### src/rtl/oled_page_streamer_if.sv
// Host, pixel-buffer and SPI byte-engine signals of the OLED page streamer.
// master is the streamer side; slave is the environment side.
interface oled_page_streamer_if #(
    parameter int unsigned COLS  = 128,
    parameter int unsigned PAGES = 4
);
    localparam int unsigned CW = $clog2(COLS);
    localparam int unsigned PW = (PAGES > 1) ? $clog2(PAGES) : 1;
    localparam int unsigned AW = PW + CW;

    logic          update_start;
    logic [PW-1:0] first_page;
    logic [PW-1:0] last_page;
    logic [1:0]    mode;
    logic [7:0]    fill_pattern;
    logic          update_ready;
    logic          busy;
    logic          err;
    logic [AW-1:0] pbuf_addr;
    logic [7:0]    pbuf_data;
    logic          spi_start;
    logic [7:0]    spi_data;
    logic          spi_dc;
    logic          spi_done;

    modport master (
        input  update_start, first_page, last_page, mode, fill_pattern, pbuf_data, spi_done,
        output update_ready, busy, err, pbuf_addr, spi_start, spi_data, spi_dc
    );

    modport slave (
        output update_start, first_page, last_page, mode, fill_pattern, pbuf_data, spi_done,
        input  update_ready, busy, err, pbuf_addr, spi_start, spi_data, spi_dc
    );
endinterface

### src/rtl/oled_page_streamer.sv
// Streams a window of display pages to an SPI byte engine: per page three
// addressing commands, then COLS data bytes taken from the buffer or synthesized.
module oled_page_streamer #(
    parameter int unsigned COLS  = 128,
    parameter int unsigned PAGES = 4
) (
    input logic                  clk,
    input logic                  rst,
    oled_page_streamer_if.master bus
);
    localparam int unsigned CW  = $clog2(COLS);
    localparam int unsigned PW  = (PAGES > 1) ? $clog2(PAGES) : 1;
    localparam int unsigned AW  = PW + CW;
    localparam int unsigned PLW = PW + 1;
    localparam logic [CW-1:0]  COL_LAST   = CW'(COLS - 1);
    localparam logic [PLW-1:0] PAGE_LIMIT = PLW'(PAGES);
    localparam logic [1:0]     DATA_PHASE = 2'd3;

    typedef enum logic [2:0] {IDLE, CMD, FETCH, SEND, SPI_WAIT, DONE} state_t;

    state_t        state, state_d;
    logic [PW-1:0] page, page_d;
    logic [PW-1:0] last_q, last_d;
    logic [CW-1:0] col, col_d;
    logic [1:0]    cmd_idx, cmd_idx_d;
    logic [1:0]    mode_q, mode_d;
    logic [7:0]    fill_q, fill_d;

    logic          spi_start_d;
    logic [7:0]    spi_data_d;
    logic          spi_dc_d;
    logic          busy_d;
    logic          err_d;
    logic [AW-1:0] pbuf_addr_d;

    logic          window_ok;
    logic          col_wrap;
    logic          page_final;
    logic [7:0]    cmd_byte;
    logic [7:0]    data_byte;

    // Widened compare so last_page >= PAGES is caught even when PAGES is a power of two.
    assign window_ok  = (bus.first_page <= bus.last_page) &&
                        ({1'b0, bus.last_page} < PAGE_LIMIT);
    assign col_wrap   = (col == COL_LAST);
    assign page_final = (page == last_q);

    assign bus.update_ready = (state == IDLE) && !bus.update_start;

    // Page-address command, then lower and upper column-start commands.
    always_comb begin
        unique case (cmd_idx)
            2'd0:    cmd_byte = 8'hB0 | 8'(page);
            2'd1:    cmd_byte = 8'h00;
            default: cmd_byte = 8'h10;
        endcase
    end

    always_comb begin
        unique case (mode_q)
            2'b00:   data_byte = bus.pbuf_data;
            2'b01:   data_byte = 8'h00;
            2'b10:   data_byte = fill_q;
            default: data_byte = ~bus.pbuf_data;
        endcase
    end

    // Next state and next values of every registered output.
    always_comb begin
        state_d     = state;
        page_d      = page;
        last_d      = last_q;
        col_d       = col;
        cmd_idx_d   = cmd_idx;
        mode_d      = mode_q;
        fill_d      = fill_q;
        spi_start_d = 1'b0;
        spi_data_d  = bus.spi_data;
        spi_dc_d    = bus.spi_dc;
        busy_d      = bus.busy;
        err_d       = 1'b0;
        pbuf_addr_d = bus.pbuf_addr;

        unique case (state)
            IDLE: begin
                if (bus.update_start) begin
                    if (window_ok) begin
                        state_d   = CMD;
                        page_d    = bus.first_page;
                        last_d    = bus.last_page;
                        mode_d    = bus.mode;
                        fill_d    = bus.fill_pattern;
                        col_d     = '0;
                        cmd_idx_d = '0;
                        busy_d    = 1'b1;
                    end else begin
                        state_d = DONE;
                        err_d   = 1'b1;
                    end
                end
            end
            CMD:   state_d = SEND;
            FETCH: state_d = SEND;
            SEND: begin
                state_d     = SPI_WAIT;
                spi_start_d = 1'b1;
                if (cmd_idx == DATA_PHASE) begin
                    spi_data_d = data_byte;
                    spi_dc_d   = 1'b1;
                end else begin
                    spi_data_d = cmd_byte;
                    spi_dc_d   = 1'b0;
                end
            end
            SPI_WAIT: begin
                if (bus.spi_done) begin
                    if (cmd_idx != DATA_PHASE) begin
                        cmd_idx_d = cmd_idx + 2'd1;
                        if (cmd_idx == 2'd2) begin
                            state_d     = FETCH;
                            pbuf_addr_d = {page, col};
                        end else begin
                            state_d = CMD;
                        end
                    end else if (col_wrap) begin
                        col_d = '0;
                        if (page_final) begin
                            state_d = DONE;
                            busy_d  = 1'b0;
                        end else begin
                            page_d    = page + 1'b1;
                            cmd_idx_d = '0;
                            state_d   = CMD;
                        end
                    end else begin
                        col_d       = CW'(col + 1'b1);
                        state_d     = FETCH;
                        pbuf_addr_d = {page, CW'(col + 1'b1)};
                    end
                end
            end
            DONE: begin
                // A held request must drop before another update can be accepted.
                if (!bus.update_start) state_d = IDLE;
            end
            default: state_d = IDLE;
        endcase
    end

    always_ff @(posedge clk or posedge rst) begin
        if (rst) begin
            state         <= IDLE;
            page          <= '0;
            last_q        <= '0;
            col           <= '0;
            cmd_idx       <= '0;
            mode_q        <= '0;
            fill_q        <= '0;
            bus.spi_start <= 1'b0;
            bus.spi_data  <= 8'h00;
            bus.spi_dc    <= 1'b0;
            bus.busy      <= 1'b0;
            bus.err       <= 1'b0;
            bus.pbuf_addr <= '0;
        end else begin
            state         <= state_d;
            page          <= page_d;
            last_q        <= last_d;
            col           <= col_d;
            cmd_idx       <= cmd_idx_d;
            mode_q        <= mode_d;
            fill_q        <= fill_d;
            bus.spi_start <= spi_start_d;
            bus.spi_data  <= spi_data_d;
            bus.spi_dc    <= spi_dc_d;
            bus.busy      <= busy_d;
            bus.err       <= err_d;
            bus.pbuf_addr <= pbuf_addr_d;
        end
    end
endmodule

### src/flat_wrapper.sv
// flat-port wrapper written by rule: the top's interface ports become plain ports
module oled_page_streamer_flat 
#(
    parameter int unsigned COLS  = 128,
    parameter int unsigned PAGES = 4
)
  (clk, rst, bus_update_start, bus_first_page, bus_last_page, bus_mode, bus_fill_pattern, bus_pbuf_data, bus_spi_done, bus_update_ready, bus_busy, bus_err, bus_pbuf_addr, bus_spi_start, bus_spi_data, bus_spi_dc);
  oled_page_streamer_if #(.COLS(COLS), .PAGES(PAGES)) bus_i ();
  input logic clk;
  input logic rst;
  input wire logic [$bits(bus_i.update_start)-1:0] bus_update_start;
  input wire logic [$bits(bus_i.first_page)-1:0] bus_first_page;
  input wire logic [$bits(bus_i.last_page)-1:0] bus_last_page;
  input wire logic [$bits(bus_i.mode)-1:0] bus_mode;
  input wire logic [$bits(bus_i.fill_pattern)-1:0] bus_fill_pattern;
  input wire logic [$bits(bus_i.pbuf_data)-1:0] bus_pbuf_data;
  input wire logic [$bits(bus_i.spi_done)-1:0] bus_spi_done;
  output wire logic [$bits(bus_i.update_ready)-1:0] bus_update_ready;
  output wire logic [$bits(bus_i.busy)-1:0] bus_busy;
  output wire logic [$bits(bus_i.err)-1:0] bus_err;
  output wire logic [$bits(bus_i.pbuf_addr)-1:0] bus_pbuf_addr;
  output wire logic [$bits(bus_i.spi_start)-1:0] bus_spi_start;
  output wire logic [$bits(bus_i.spi_data)-1:0] bus_spi_data;
  output wire logic [$bits(bus_i.spi_dc)-1:0] bus_spi_dc;
  assign bus_i.update_start = bus_update_start;
  assign bus_i.first_page = bus_first_page;
  assign bus_i.last_page = bus_last_page;
  assign bus_i.mode = bus_mode;
  assign bus_i.fill_pattern = bus_fill_pattern;
  assign bus_i.pbuf_data = bus_pbuf_data;
  assign bus_i.spi_done = bus_spi_done;
  assign bus_update_ready = bus_i.update_ready;
  assign bus_busy = bus_i.busy;
  assign bus_err = bus_i.err;
  assign bus_pbuf_addr = bus_i.pbuf_addr;
  assign bus_spi_start = bus_i.spi_start;
  assign bus_spi_data = bus_i.spi_data;
  assign bus_spi_dc = bus_i.spi_dc;
  oled_page_streamer #(.COLS(COLS), .PAGES(PAGES)) u_core (.clk(clk), .rst(rst), .bus(bus_i));
endmodule
### config.mk
export PLATFORM = sky130hd
export DESIGN_NAME = oled_page_streamer_flat
export DESIGN_NICKNAME = d
export VERILOG_FILES = /design/src/rtl/oled_page_streamer_if.sv /design/src/rtl/oled_page_streamer.sv /design/src/flat_wrapper.sv
export SDC_FILE = /design/constraint.sdc
export NUM_CORES = 1
export LEC_CHECK = 0
export BUFFER_PORTS_ARGS = -buffer_cell sky130_fd_sc_hd__buf_2
export CORE_MARGIN = 1.5
export CORE_UTILIZATION = 55
export DETAILED_ROUTE_END_ITERATION = 12
export PLACE_DENSITY = 0.76
export SLEW_MARGIN = 20
export SYNTH_ARGS = -nofsm -noshare
export SYNTH_HDL_FRONTEND = slang
export SYNTH_SLANG_ARGS = --single-unit
### constraint.sdc
create_clock -name clk -period 2.5 [get_ports clk]
set_clock_uncertainty 0.05 [all_clocks]
set_input_delay 0.625 -clock clk [delete_from_list [all_inputs] [get_ports clk]]
set_output_delay 0.625 -clock clk [all_outputs]
set_load 0.01 [all_outputs]
==> flow_metrics.tcl, run 1 <==
set metrics [dict create \
    root_buffer "clkbuf_8" \
    grt.busiest_layer "met1" \
    critical-path-max-stage-delay_ps 520 \
    cp_cell_sequence "or2_1, nor3_1, buf_2" \
    worst_ep_required_time_ps 1820 \
    cts-resized-gates 0 \
    hold_class "in2async" \
    nets 328 \
    cts_tree "yes" \
    fin_crit_sh_pct 90.9 \
    vias 1995 \
    clock_latency_ps 300 \
    syn_area_um2 2560 \
    grt_max_degree 25 \
    synth.avg_cell_area_um2 10.3 \
    whs_ps 286 \
    cts_hold_buf 0 \
    cts_num_sinks 47 \
    peakVddDrop_mv 0.519 \
    final_antenna_net_count 0 \
    cap_violations 0 \
    synth_edf_count 0 \
    synth_nets 283 \
    drc_errors 0 \
    grt_pass1_vias 1795 \
    crit_type "reg2out" \
    die-height_um 71.2 \
    first_pass_iters 4 \
    max_freq_ghz 0.440 \
    async_flop_share_pct 100 \
    arrival_ps 1600 \
    synth.distinct_cells 54 \
    initial_core_util_pct 58.0 \
    crit_path_end_kind "output pin" \
    met2_usage_pct 32.1 \
    die_area_um2 5070 \
    path_max_fanout 11 \
    synth-seq-area-share_pct 46.0 \
    drt_first_iter_violations 115 \
    status "complete, no violations" \
    fin_setup_tns_ps 0 \
    clock_path_buffers 2 \
    wire_per_inst_um 14.7 \
    numPortBuffers 47 \
    via_per_inst 5.75 \
    final-hold-violation-count 0 \
    antenna_found_initial 0 \
    io_pins 48 \
    wl_um 5090 \
    ys.flop_type "dfrtp_1" \
    n_antenna_cell 0 \
    tightest_slew_ps 614 \
    htreeDepth 2 \
    gp_congestion 0.812 \
    cts_buffers 5 \
    slowest_stage "dfrtp_1" \
    area_delta_synth_final_pct 15.5 \
    power_density_nw_per_um2 978 \
    min_period_ps 2270 \
    dpl.hpwl_um 3780 \
    fp-row-count 24 \
    cp-start-kind "register" \
    syn_inst 249 \
    final_cell_mix "buf_2 (47), dfrtp_1 (47), nand2_1 (22)" \
    core_area_um2 4410 \
    met1_usage_pct 33.2 \
    setup_viol 0 \
    chipWidth_um 71.2 \
    postCtsSetupBuffers 0 \
    slew_headroom_pct 58.9 \
    yosys_warnings 0 \
    grt_first_pass_wirelength_um 8710 \
    rsz0062_at_grt "false" \
    clkTransAtPathRegs_ps 90 \
    ys_seq_elements 47 \
    post_dp_cell_area_um2 2830 \
    stdcell_area_um2 2950 \
    grt_util_met3_pct 4.56 \
    overflow 0 \
    layout-drive-gt1-share_pct 25.8 \
    drv_slew 0 \
    leakagePower_uw 0.00140 \
    grtUsageTotal_pct 21.8 \
]
stage by stage:
stage,std cells,total power [uW],setup slack (ps),util (%)
6_report,347,2890,227,66.9
5_1_grt,347,3100,136,66.9
4_1_cts,347,2910,228,66.9
3_5_place_dp,339,2320,198,64.2
3_3_place_gp,339,2270,224,64.2
2_1_floorplan,249,2000,385,-
sequential cells by signal, summed over array words and instances, names as in the netlist:
| signal | flops |
|---|---|
| u_core.page | 2 |
| u_core.bus.err | 1 |
| u_core.col | 7 |
| u_core.last_q | 2 |
| u_core.bus.spi_dc | 1 |
| u_core.bus.spi_start | 1 |
| u_core.cmd_idx | 2 |
| u_core.bus.busy | 1 |
| u_core.fill_q | 8 |
| u_core.bus.spi_data | 8 |
| u_core.state | 3 |
| u_core.bus.pbuf_addr | 9 |
| u_core.mode_q | 2 |
layout make-up:
cell class              count  area, um2
flip-flops and latches     47       1180
well taps                  52       65.1
clock inverters             2       38.8
clock buffers               6       82.6
multi-input cells         178       1270
repair buffers             54        288
inverters                   8       30.0
fillers                   374       1460
worst max-delay path, delay by kind of cell, from the launching register on:
family                 cells  cell delay (ps)
AND/OR/NAND/NOR            2              610
buffers and inverters      1              170
flip-flops                 1              520
kinds of logic (layout without fill, tap and decap cells):
logic type,after synthesis,after routing,share of synthesized area (%)
mux,19,19,8.22
buf+inv,24,70,4.25
fa+ha+maj,8,8,3.91
compound gates,70,70,19.6
xor+xnor,9,9,3.08
flops,47,47,46.0
simple gates,72,72,15.0
power breakdown:
| group | total (uW) | switching [uW] | internal [uW] |
|---|---|---|---|
| logic | 1010 | 527 | 480 |
| registers | 1290 | 277 | 1010 |
| clock network | 596 | 267 | 329 |
cell usage after synthesis, types with 3 or more instances:
master / number / share of area, %
o221a_2: 3 / 1.3
mux2i_1: 3 / 1.2
a21oi_1: 15 / 2.9
clkbuf_1: 8 / 1.2
nand2b_1: 4 / 0.98
a31oi_1: 3 / 0.73
o21a_1: 3 / 0.88
o21ai_1: 4 / 0.78
dfrtp_1: 47 / 46
mux2_1: 11 / 4.8
inv_1: 8 / 1.2
mux2_2: 5 / 2.2
xor2_1: 7 / 2.4
nor2b_1: 6 / 1.5
nor2_1: 15 / 2.2
nand3_1: 3 / 0.59
buf_2: 6 / 1.2
a22oi_1: 4 / 1.2
o21ai_0: 13 / 2.5
ha_1: 8 / 3.9
nor3_1: 4 / 0.78
nand4_1: 4 / 0.98
nand2_1: 22 / 3.2
and3_1: 3 / 0.73
worst paths after layout:
check                                              startpoint                                  to  slack (ps)  cells past startpoint
hold reg to reg            u_core.bus.spi_data[6]$_DFFE_PP0P_  u_core.bus.spi_data[6]$_DFFE_PP0P_         430                      2
min in group clk           u_core.bus.spi_data[6]$_DFFE_PP0P_  u_core.bus.spi_data[6]$_DFFE_PP0P_         430                      2
setup reg to reg                u_core.cmd_idx[0]$_DFFE_PP0P_           u_core.col[5]$_DFFE_PP0P_         490                      5
hold / removal                                            rst      u_core.bus.spi_start$_DFF_PP0_         290                      2
max in group asynchronous                                 rst        u_core.mode_q[1]$_DFFE_PP0P_        1560                      3
setup / recovery                  u_core.state[1]$_DFFE_PP0P_                    bus_update_ready         230                      3
layer usage:
metal | vias up | part of all wire [%]
met5 | - | 0
met4 | 0 | 0.94
met3 | 5 | 3.6
met2 | 40 | 44
met1 | 946 | 51
li1 | 1004 | -
Power figures use the tool's default switching activity.
==> run 2, diff against run 1 <==
--- a/config.mk
+++ b/config.mk
@@ -7,9 +7,9 @@
 export LEC_CHECK = 0
 export BUFFER_PORTS_ARGS = -buffer_cell sky130_fd_sc_hd__buf_2
 export CORE_MARGIN = 1.5
-export CORE_UTILIZATION = 55
+export CORE_UTILIZATION = 59
 export DETAILED_ROUTE_END_ITERATION = 12
-export PLACE_DENSITY = 0.76
+export PLACE_DENSITY = 0.81
 export SLEW_MARGIN = 20
 export SYNTH_ARGS = -nofsm -noshare
 export SYNTH_HDL_FRONTEND = slang
==> constraint.sdc (replaced) <==
create_clock -name clk -period 2.8 [get_ports clk]
set_clock_uncertainty 0.05 [all_clocks]
set_input_delay 0.7 -clock clk [delete_from_list [all_inputs] [get_ports clk]]
set_output_delay 0.7 -clock clk [all_outputs]
set_load 0.01 [all_outputs]
==> flow_metrics.tcl, run 2 (synthesized netlist as in run 1, its figures left out) <==
set metrics [dict create \
    cts_buffers 5 \
    slew_headroom_pct 59.4 \
    vias 2035 \
    postCtsSetupBuffers 0 \
    cts_hold_buf 0 \
    n_antenna_cell 0 \
    fin_crit_sh_pct 83.4 \
    rsz0062_at_grt "false" \
    crit_type "reg2out" \
    critical-path-max-stage-delay_ps 510 \
    nets 327 \
    final_antenna_net_count 0 \
    io_pins 48 \
    startpoint "u_core.state[1]$_DFFE_PP0P_" \
    cp_cell_sequence "or2_1, nor3_1, buf_2" \
    cap_violations 0 \
    tightest_slew_ps 607 \
    chipWidth_um 68.9 \
    drt_first_iter_violations 118 \
    final-hold-violation-count 0 \
    r2r_cells 5 \
    die_area_um2 4740 \
    grtUsageTotal_pct 25.1 \
    clock_latency_ps 300 \
    grt_pass1_vias 1866 \
    antenna_found_initial 0 \
    post_dp_cell_area_um2 2820 \
    largest_reg_flops 9 \
    die-height_um 68.9 \
    layoutNonFillerInstCount 344 \
    path_max_fanout 11 \
    clock_path_buffers 2 \
    clkTransAtPathRegs_ps 80 \
    core_area_um2 4090 \
    final_cell_mix "buf_2 (47), dfrtp_1 (47), nand2_1 (22)" \
    hold_class "in2async" \
    numPortBuffers 47 \
    regMostFlops "u_core.bus.pbuf_addr" \
    power_density_nw_per_um2 853 \
    leakagePower_uw 0.00138 \
    max_freq_ghz 0.428 \
    drc_errors 0 \
    grt_first_pass_wirelength_um 8620 \
    drv_slew 0 \
    slowest_stage "dfrtp_1" \
    crit_path_end_kind "output pin" \
    overflow 0 \
    via_per_inst 5.92 \
    initial_core_util_pct 62.6 \
    timing.rr.end "u_core.col[5]$_DFFE_PP0P_" \
    fp-row-count 23 \
    wire_per_inst_um 15.1 \
    area_delta_synth_final_pct 14.4 \
    fin_setup_tns_ps 0 \
    gp_congestion 0.803 \
    stdcell_area_um2 2930 \
    first_pass_iters 4 \
    ff2ff_setup_slack_ps 740 \
    peakVddDrop_mv 0.517 \
    grt_max_degree 20 \
    dpl.hpwl_um 3890 \
    status "complete, no violations" \
    setup_viol 0 \
    root_buffer "clkbuf_8" \
    arrival_ps 1590 \
    critical_path.top_delay_family "simple AND/OR/NAND/NOR gates" \
    cts_num_sinks 47 \
    dp.cells 336 \
    cp-start-kind "register" \
    cts_tree "yes" \
    top_regs "u_core.bus.pbuf_addr x9, u_core.bus.spi_data x8, u_core.fill_q x8" \
    layout-drive-gt1-share_pct 25.5 \
    wl_um 5180 \
    htreeDepth 2 \
    worst_ep_required_time_ps 2050 \
    cts-resized-gates 0 \
    nFillCells 314 \
    cp.buffers_inverters 1 \
    timing.rr.start "u_core.cmd_idx[0]$_DFFE_PP0P_" \
    min_period_ps 2340 \
]
==> run 2: changes by cell type in the layout (fill, tap and decap cells not counted) <==
cell,previous run,this run
bufinv_16,1,0
clkinvlp_4,0,1
inv_6,1,0
clkbuf_8,6,7
buf_4,7,6
==> run 2: area by class of cell <==
type,count,area [um2],area share [%]
Tap cell,50,62.6,2.14
Sequential cell,47,1180,40.2
Clock buffer,7,96.3,3.29
Timing Repair Buffer,53,280,9.58
Multi-Input combinational cell,178,1270,43.5
Inverter,8,30.0,1.03
Clock inverter,1,7.51,0.257
==> run 2: stage by stage <==
step | hold WS [ps] | utilization, % | setup slack, ps | total power [uW]
final | 294 | 71.6 | 464 | 2500
after global routing | 319 | 71.6 | 357 | 2700
after CTS | 295 | 71.6 | 455 | 2510
after detailed placement | 425 | 69.1 | 422 | 2060
after global placement | 407 | 69.1 | 440 | 2020
after floorplan | 409 | - | 610 | 1790
==> run 2: report_power, final <==
part	leakage, uW	switching (uW)	internal (uW)
Combinational	0.000732	476	425
Clock	0.0000505	219	224
Sequential	0.000601	250	901
==> run 2: worst max path at each step <==
stage,cells past startpoint,slack [ps],end
final,3,460,bus_update_ready
after CTS,3,450,bus_update_ready
after floorplan,6,610,u_core.col[0]$_DFFE_PP0P_
after detailed placement,7,420,u_core.col[5]$_DFFE_PP0P_
after global routing,3,360,bus_update_ready
after global placement,7,440,u_core.col[0]$_DFFE_PP0P_
==> run 2: layer usage <==
metal,up-vias,track usage [%],wire length (um)
li1,1000,-,-
met1,967,33.6,2370
met2,58,39.2,2480
met3,10,5.19,211
met4,0,11.5,116
met5,-,0,0
==> run 3, diff against run 2 <==
--- a/config.mk
+++ b/config.mk
@@ -7,9 +7,9 @@
 export LEC_CHECK = 0
 export BUFFER_PORTS_ARGS = -buffer_cell sky130_fd_sc_hd__buf_2
 export CORE_MARGIN = 1.5
-export CORE_UTILIZATION = 59
+export CORE_UTILIZATION = 50
 export DETAILED_ROUTE_END_ITERATION = 12
-export PLACE_DENSITY = 0.81
+export PLACE_DENSITY = 0.73
 export SLEW_MARGIN = 20
 export SYNTH_ARGS = -nofsm -noshare
 export SYNTH_HDL_FRONTEND = slang
==> constraint.sdc (replaced) <==
create_clock -name clk -period 1.9 [get_ports clk]
set_clock_uncertainty 0.05 [all_clocks]
set_input_delay 0.475 -clock clk [delete_from_list [all_inputs] [get_ports clk]]
set_output_delay 0.475 -clock clk [all_outputs]
set_load 0.01 [all_outputs]
==> flow_metrics.tcl, run 3 (synthesized netlist as in run 1, its figures left out) <==
set metrics [dict create \
    status "complete, no violations" \
    path_max_fanout 7 \
    fp-row-count 25 \
    io_pins 48 \
    arrival_ps 2020 \
    timing.rr.start "u_core.col[1]$_DFFE_PP0P_" \
    rsz0062_at_grt "false" \
    max_freq_ghz 0.545 \
    crit_path_end_kind "register" \
    overflow 0 \
    post_dp_cell_area_um2 3070 \
    grt_max_degree 37 \
    cts_num_sinks 47 \
    grt_first_pass_wirelength_um 9720 \
    dpl.hpwl_um 4180 \
    hold_class "in2async" \
    initial_core_util_pct 53.1 \
    area_delta_synth_final_pct 26.2 \
    layout-drive-gt1-share_pct 34.6 \
    peakVddDrop_mv 0.872 \
    power_density_nw_per_um2 1280 \
    wl_um 5700 \
    grtUsageTotal_pct 23.3 \
    grt_pass1_vias 1981 \
    setup_viol 0 \
    drv_slew 0 \
    drc_errors 0 \
    drt_first_iter_violations 148 \
    r2r_cells 5 \
    slew_headroom_pct 69.3 \
    min_period_ps 1840 \
    cts_tree "yes" \
    leakagePower_uw 0.00154 \
    first_pass_iters 4 \
    wire_per_inst_um 14.7 \
    tightest_slew_ps 449 \
    fin_util_pct 67.0 \
    largest_reg_flops 9 \
    chipWidth_um 74.5 \
    fin_crit_sh_pct 96.6 \
    nets 354 \
    stdcell_area_um2 3230 \
    final_common_cell "buf_2" \
    htreeDepth 2 \
    vias 2119 \
    layoutNonFillerInstCount 388 \
    core_area_um2 4820 \
    crit_type "reg2reg" \
    regMostFlops "u_core.bus.pbuf_addr" \
    final-hold-violation-count 0 \
    root_buffer "clkbuf_8" \
    final_antenna_net_count 0 \
    cp-start-kind "register" \
    dp.cells 377 \
    gp_congestion 0.788 \
    clock_path_buffers 2 \
    final_cell_mix "buf_2 (47), dfrtp_1 (46), buf_4 (31)" \
    antenna_found_initial 0 \
    worst_ep_required_time_ps 2080 \
    die_area_um2 5560 \
    die-height_um 74.5 \
    cts_buffers 5 \
    n_antenna_cell 0 \
    cap_violations 0 \
    p_total_uw 4120 \
    clock_latency_ps 300 \
    ff2ff_setup_slack_ps 60 \
    whs_ps 36.7 \
    timing.rr.end "u_core.page[1]$_DFFE_PP0P_" \
    via_per_inst 5.46 \
    top_regs "u_core.bus.pbuf_addr x9, u_core.bus.spi_data x8, u_core.fill_q x8" \
    numPortBuffers 47 \
    clkTransAtPathRegs_ps 90 \
]
==> run 3: routing by layer <==
metal	up-vias	global-route usage, %	wire length [um]
li1	1056	-	-
met1	999	32.4	2700
met2	58	38.0	2720
met3	6	4.47	227
met4	0	5.45	55
met5	-	0	0
==> run 3: where the power goes <==
| group | switching, uW | leakage [uW] | internal, uW | total [uW] |
|---|---|---|---|---|
| Sequential | 267 | 0.000600 | 1330 | 1600 |
| Clock | 353 | 0.0000618 | 433 | 786 |
| Combinational | 894 | 0.000880 | 843 | 1740 |
| Total | 1510 | 0.00154 | 2610 | 4120 |
==> run 3: worst max path at each step <==
stage                                           start                         end  cells after the start
after floorplan                      bus_last_page[1]   u_core.col[0]$_DFFE_PP0P_                      6
after global placement              bus_first_page[1]   u_core.col[0]$_DFFE_PP0P_                      6
after detailed placement            bus_first_page[1]   u_core.col[0]$_DFFE_PP0P_                      6
after CTS                 u_core.state[1]$_DFFE_PP0P_            bus_update_ready                      3
after global routing        u_core.col[1]$_DFFE_PP0P_  u_core.page[0]$_DFFE_PP0P_                      5
final                       u_core.col[1]$_DFFE_PP0P_  u_core.page[1]$_DFFE_PP0P_                      5
==> run 3: worst max-delay path: stages, from the launching register on <==
cell	delay (ps)
dfrtp_1	390
ha_1	190
and3_4	260
o2111ai_1	160
a2111oi_0	520
a2bb2oi_1	200
==> run 3: repair_timing <==
action,4_1_cts,5_1_grt
endpoints found under the setup margin,1,3
hold buffers,0,0
gates resized for setup,2,3
buffers inserted,1,2
==> run 3: layout make-up <==
| class | instances | area [um2] |
|---|---|---|
| Clock buffer | 6 | 82.6 |
| Tap cell | 67 | 83.8 |
| Timing Repair Buffer | 80 | 508 |
| Fill cell | 428 | 1590 |
| Sequential cell | 47 | 1180 |
| Clock inverter | 2 | 38.8 |
| Inverter | 8 | 30.0 |
| Multi-Input combinational cell | 178 | 1310 |
==> run 3: stage by stage <==
| step | worst slack [ps] | TNS [ps] |
|---|---|---|
| finish | 64.5 | 0 |
| global route | 17.0 | 0 |
| CTS | 19.0 | 0 |
| detailed placement | -140 | -1840 |
| global placement | -124 | -1630 |
| floorplan | 4.51 | 0 |
